**config.mk**
```make
export PLATFORM = sky130hd
export DESIGN_NAME = mem_port_arbiter
export DESIGN_NICKNAME = d
export VERILOG_FILES = /design/src/rtl/mem_port_arbiter.sv
export SDC_FILE = /design/constraint.sdc
export NUM_CORES = 1
export LEC_CHECK = 0
export BUFFER_PORTS_ARGS = -buffer_cell sky130_fd_sc_hd__buf_4
export CAP_MARGIN = 10
export CORE_AREA = 5 5 115 117
export CTS_CLUSTER_SIZE = 16
export DETAILED_ROUTE_END_ITERATION = 6
export DIE_AREA = 0 0 120 122
export GPL_ROUTABILITY_DRIVEN = 0
export SLEW_MARGIN = 5
export SYNTH_ARGS = -nofsm -noshare
export SYNTH_HDL_FRONTEND = slang
export SYNTH_SLANG_ARGS = --single-unit
```
**constraint.sdc**
```tcl
create_clock -name clk -period 3.3 [get_ports clk]
set_input_delay 0.66 -clock clk [delete_from_list [all_inputs] [get_ports clk]]
set_output_delay 0.66 -clock clk [all_outputs]
set_load 0.02 [all_outputs]
```
**src/rtl/mem_port_arbiter.sv**
```systemverilog
// Shares the single unified memory port between the CPU and a DMA/debug loader.
// Round-robin arbitration, bounded DMA burst lock, and address checking before the RAM.
module mem_port_arbiter #(
  parameter int RAM_SIZE_BIT = 8,
  parameter int LOCK_MAX     = 16
) (
  input  logic        clk,
  input  logic        reset,
  input  logic        cpu_req,
  input  logic        cpu_we,
  input  logic [31:0] cpu_addr,
  input  logic [31:0] cpu_wdata,
  output logic        cpu_gnt,
  output logic [31:0] cpu_rdata,
  input  logic        dma_req,
  input  logic        dma_we,
  input  logic [31:0] dma_addr,
  input  logic [31:0] dma_wdata,
  input  logic        dma_lock,
  output logic        dma_gnt,
  output logic [31:0] dma_rdata,
  output logic [31:0] Address,
  output logic [31:0] Write_data,
  output logic        MemRead,
  output logic        MemWrite,
  input  logic [31:0] Mem_data,
  output logic        addr_err
);
  localparam int CW = $clog2(LOCK_MAX + 1);

  typedef enum logic [1:0] {IDLE, GNT_CPU, GNT_DMA} state_t;

  state_t        state, state_nxt;
  logic          last, last_nxt;  // 1 = DMA was granted last
  logic [CW-1:0] lock_cnt, lock_cnt_nxt;
  logic          lock_win;

  assign lock_win = dma_lock && (lock_cnt < CW'(LOCK_MAX));

  always_ff @(posedge clk or posedge reset) begin
    if (reset) begin
      state    <= IDLE;
      last     <= 1'b1;
      lock_cnt <= '0;
    end else begin
      state    <= state_nxt;
      last     <= last_nxt;
      lock_cnt <= lock_cnt_nxt;
    end
  end

  // Grant states always fall back to IDLE, so every access takes two cycles.
  always_comb begin
    state_nxt    = IDLE;
    last_nxt     = last;
    lock_cnt_nxt = lock_cnt;
    if (state == IDLE) begin
      if (cpu_req && dma_req) begin
        if (lock_win) begin
          state_nxt    = GNT_DMA;
          lock_cnt_nxt = lock_cnt + CW'(1);
        end else if (last) begin
          state_nxt = GNT_CPU;
        end else begin
          state_nxt = GNT_DMA;
        end
      end else if (cpu_req) begin
        state_nxt = GNT_CPU;
      end else if (dma_req) begin
        state_nxt = GNT_DMA;
      end
    end
    if (state_nxt == GNT_CPU) last_nxt = 1'b0;
    if (state_nxt == GNT_DMA) last_nxt = 1'b1;
    if (state_nxt == GNT_CPU || !dma_lock) lock_cnt_nxt = '0;
  end

  logic        sel_cpu, sel_dma, gnt, addr_ok, sel_we;
  logic [31:0] sel_addr, sel_wdata, rd;

  assign sel_cpu   = (state == GNT_CPU);
  assign sel_dma   = (state == GNT_DMA);
  assign gnt       = sel_cpu | sel_dma;
  assign sel_addr  = sel_dma ? dma_addr  : cpu_addr;
  assign sel_wdata = sel_dma ? dma_wdata : cpu_wdata;
  assign sel_we    = sel_dma ? dma_we    : cpu_we;

  // Rejected accesses still complete the handshake but never strobe the RAM.
  assign addr_ok    = (sel_addr[1:0] == 2'b00) && ((sel_addr >> (RAM_SIZE_BIT + 2)) == 32'd0);
  assign Address    = gnt ? sel_addr  : 32'd0;
  assign Write_data = gnt ? sel_wdata : 32'd0;
  assign MemWrite   = gnt && addr_ok && sel_we;
  assign MemRead    = gnt && addr_ok && !sel_we;
  assign addr_err   = gnt && !addr_ok;
  assign rd         = MemRead ? Mem_data : 32'd0;
  assign cpu_gnt    = sel_cpu;
  assign dma_gnt    = sel_dma;
  assign cpu_rdata  = sel_cpu ? rd : 32'd0;
  assign dma_rdata  = sel_dma ? rd : 32'd0;
endmodule

```
# After elaboration in Yosys (flattened, before gate mapping)

Cells that the tools add are included.

Register bits: 8
Bits of input ports: 167
Output and inout port bits: 133
Logic and storage cells: 49

Add/sub/neg operators: 1
Magnitude comparators: 1
Equality and inequality tests: 4
Multiplexer cells: 20
Bitwise logic cells: 1
Reduce and logical (&&, ||, !) cells: 19

Operators with widths:

| cell                  | count |
|---|---|
| $mux W32              | 7 |
| $logic_not A32 Y1     | 1 |
| $mux W5               | 4 |
| $mux W2               | 6 |
| $reduce_bool A2 Y1    | 4 |
| $logic_and A1 B1 Y1   | 7 |
| $add A5 B1 Y5 const B | 1 |
| $lt A5 B5 Y1 const B  | 1 |
| $eq A2 B1 Y1 const B  | 2 |
| $eq A2 B2 Y1 const B  | 2 |
| $logic_not A2 Y1      | 2 |
| $logic_not A1 Y1      | 3 |
| $mux W1               | 3 |
| $reduce_and A3 Y1     | 1 |
| $logic_or A1 B1 Y1    | 1 |
| $or A1 B1 Y1          | 1 |

# Logic depth before layout (Yosys ltp)

Depth after elaboration: 9
Depth in mapped cells: 8
Depth with buffers taken out: 7

# Least setup slack after synthesis

No wires, ideal clock.

Path kind: reg-to-output
Start: register state[0]
End: output cpu_rdata[10]
Data arrival time: 2356 ps
Required time: 2640 ps
Setup slack: 284 ps
Stages on the path, launching flop included: 9
Path buffers: 2
Cells stage by stage: dfrtp_1 inv_1 ha_1 buf_6 nor4_4 nand4_2 a211o_1 buf_1 nor3_1

Cells in the longest elaborated chain, start to end: 8
Elaborated cells on any way between the ends: 13
Classes of those cells: 2 x eq/ne; 4 x mux; 1 x bitwise; 6 x reduce/logical

RTL lines:

| what                                                         | RTL line | RTL |
|---|---|---|
| start, declared                                              | 33       | `state_t state, state_nxt;` |
| start signal, assigned                                       | 46       | `state <= state_nxt;` |
| $eq A2 B2 Y1 (*)                                             | 82       | `assign sel_dma = (state == GNT_DMA);` |
| named net dma_gnt                                            | 20       | `output logic dma_gnt,` |
| $mux W32                                                     | 84       | `assign sel_addr = sel_dma ? dma_addr : cpu_addr;` |
| $logic_not A32 Y1 / $logic_not A2 Y1 (equally long branches) | 89       | `assign addr_ok = (sel_addr[1:0] == 2'b00) && ((sel_addr >> (RAM_SIZE_BIT + 2)) == 32'd0);` |
| $logic_and A1 B1 Y1                                          | 89       |  |
| $logic_and A1 B1 Y1                                          | 93       | `assign MemRead = gnt && addr_ok && !sel_we;` |
| $logic_and A1 B1 Y1 (*)                                      | 93       |  |
| $mux W32 (*)                                                 | 95       | `assign rd = MemRead ? Mem_data : 32'd0;` |
| $mux W32 (*)                                                 | 98       | `assign cpu_rdata = sel_cpu ? rd : 32'd0;` |
| end, declared                                                | 14       | `output logic [31:0] cpu_rdata,` |

The timed path passes the listed nets; every way through them passes the cells marked *.

# Worst setup path after layout

Start: register state[0]
End: output dma_rdata[25]

Cells in the longest elaborated chain, start to end: 8
Elaborated cells on any way between the ends: 13
Classes of those cells: 2 x eq/ne; 4 x mux; 1 x bitwise; 6 x reduce/logical

RTL lines:

| what                                                         | RTL line | RTL |
|---|---|---|
| $eq A2 B2 Y1                                                 | 82       |  |
| $mux W32                                                     | 84       |  |
| $logic_not A32 Y1 / $logic_not A2 Y1 (equally long branches) | 89       |  |
| $logic_and A1 B1 Y1                                          | 89       |  |
| $logic_and A1 B1 Y1 (2 in a row)                             | 93       |  |
| $mux W32                                                     | 95       |  |
| $mux W32 (*)                                                 | 99       | `assign dma_rdata = sel_dma ? rd : 32'd0;` |
| end, declared                                                | 21       | `output logic [31:0] dma_rdata,` |

Mark *: on every way between the ends. The rest lies on a longest branch, timed or not.

==> metrics <==
outcome=finished clean; FF-to-FF Start=state[0]; Least-Margin Pin Slew=0.675 ns; Period minus WS final=3.17 ns; Largest stage delay, worst path=0.46 ns; cells after synthesis=324; critical path fanouts, max=35; commonest non-fill, non-tap cell in the layout=buf_4; Synth cell types=38; die area=0.0146 mm²; Slew Limit Fails=0; wire length per cell after detailed routing=16.6 µm; cell family with most CP delay=simple AND/OR/NAND/NOR gates; most frequent cells in the layout=308 x buf_4, 65 x mux2i_1, 65 x nor2b_1; post-CTS resize count=0; I/O Buffers=299; worst-path cell chain=inv_1 > ha_4 > or4b_1 > o22a_1 > a2111oi_4 > buf_12 > and4_1 > buf_4; syn nets=497; pwr/cell area=about 320 mW/mm²; Core ar.=0.0123 mm²; Post-Syn Area=between 0.002 and 0.0025 mm²; ANT cells=0; routed wire length=12600 µm; WP data required=2.64 ns; synth warn=0; Async SR Flop Fraction=100%; Pre-antenna DRT Iters=4; leak pwr=2.54 nW; gr ovfl total=0; Finished Cell Area=~0.0049 mm²; Worst-Skew Late Latency=around 0.24 ns; #FFs+latches synth=8; Setup Fix Bufs, Post-CTS=0; final hold violation count=0; Vias/cell=between 4 and 5; worst hold path type=primary input to async pin; Post-CTS Hold Fix Bufs=0; initial antenna violation count=0; crit path DAT=2.51 ns; CTS buffer count=3; share of cells above drive strength 1=between 50% and 60%; CP endpoint kind=primary output; DIE WIDTH=120 µm; NumNets Final=781; Initial Util=19.6%; slowest cell on the critical path=or4b_1; die height=122 µm; RSZ-0062 raised after global routing=false; via count=between 3000 and 4000; Area growth, synth to finish=103%; Ports=300; Setup-failing EPs final=0; Post-synth EDFFs=0; Critical Path Start=state[0]; Final ANT Viol Nets=0; Worst Setup Start Kind=flip-flop; Reg clk slew, reported paths=0.04 ns; IR Drop Worst-Case VDD=319 µV; register area share after synthesis=8.37%; critical path class=flip-flop to primary output; DRC violations left=0; Max Cap Violations=0; setup TNS=0 ns; Buf+Inv Stages, Crit Path=3; Clock Sink Count=8; dpl hpwl=10600 µm; Slew headroom=55.0%; number of global-route vias before repair=3414; CTS tree=built; clk buf depth=2; number of H-tree levels=1; largest net degree at the start of global routing=58; clk root buf=clkbuf_16; Std-Cell Rows=around 40; Primary FF master, synth=dfrtp_1; first-pass GRT wire length=18400 µm; Iter 0 DRT Violations=106; GRT Overall Usage=15.4%; clock skew=0.00248 ns; syn_area_per_cell=around 7.4 µm²; Cell Area, Placed=around 0.0048 mm²; ratio of final minimum period to clock period=96.2%; fmax=about 320 MHz
-- logic make-up after synthesis --
| kind of cell | Yosys count | synth area share (%) |
|---|---|---|
| compound gates | 7 | 2.86 |
| xor+xnor | 3 | 1.09 |
| fa+ha+maj | 6 | 3.12 |
| buf+inv | 66 | 11.6 |
| flops | 8 | 8.37 |
| mux | 66 | 27.5 |
| simple gates | 168 | 45.5 |
-- synthesized netlist by cell type, types with 2 or more instances --
cell type	n	area [µm²]
mux2i_1	65	651
nor2b_1	65	407
inv_1	36	135
nor3_1	34	170
and4_1	32	280
clkbuf_1	22	82.6
dfrtp_1	7	175
ha_1	6	75.1
nor2_1	6	22.5
nor4_1	6	37.5
nand3_1	5	25.0
buf_6	4	45.0
nand2_1	4	15.0
and3_1	3	18.8
buf_1	3	11.3
a21oi_1	2	10.0
nand2b_1	2	12.5
xor2_1	2	17.5
-- stage by stage --
step	setup slack [ns]	hold WS (ns)	instances	utilization, %	power [W]
after floorplan	0.284	0.469	324	-	0.000817
after global placement	0.237	0.504	753	39.1	0.00136
after detailed placement	0.230	0.523	753	39.1	0.00138
after CTS	0.0798	0.382	757	39.8	0.00160
after global routing	0.00298	0.399	757	39.9	0.00167
final	0.127	0.370	757	39.9	0.00158
-- worst reg2reg max path, stage by stage (launching register included) --
cell,delay [ns]
dfrtp_1,0.37
inv_1,0.12
ha_2,0.23
and4b_1,0.27
and3_1,0.22
xnor2_1,0.13
nor2_1,0.05
-- final cells by class --
class                   instances  area (µm²)
flip-flops and latches          8         201
clock buffers                   4        78.8
well taps                     150         188
repair buffers                309        2330
inverters                      36         135
multi-input cells             250        1950
fillers                      1250        7370
-- power breakdown --
part	internal, W	leakage [nW]	total, W	switching (W)
clock	0.000161	0.0382	0.000215	0.0000531
combinational	0.000591	2.39	0.00124	0.000651
sequential	0.000112	0.106	0.000120	0.00000748
total	0.000865	2.54	0.00158	0.000712
-- final timing paths --
path,end,slack (ns),cells after the start
max reg2reg,lock_cnt[2],1.80,6
min in group clk,lock_cnt[4],0.52,2
min reg2reg,lock_cnt[4],0.52,2
max,dma_rdata[25],0.13,8
max in group asynchronous,last,2.65,2
min,lock_cnt[3],0.37,2
-- layer usage --
metal / track usage, % / part of all wire (%) / up-vias
met5: 0 / 0 / -
met4: 2.43 / 1.0 / 0
met3: 2.65 / 6.9 / 9
met2: 30.4 / 54 / 145
met1: 17.4 / 38 / 1525
li1: - / - / 1697
-- sequential cells by signal (all words and copies together), names as in the netlist --
name      cells
last          1
lock_cnt      5
state         2
No activity file was read; power rests on OpenSTA's default activity.
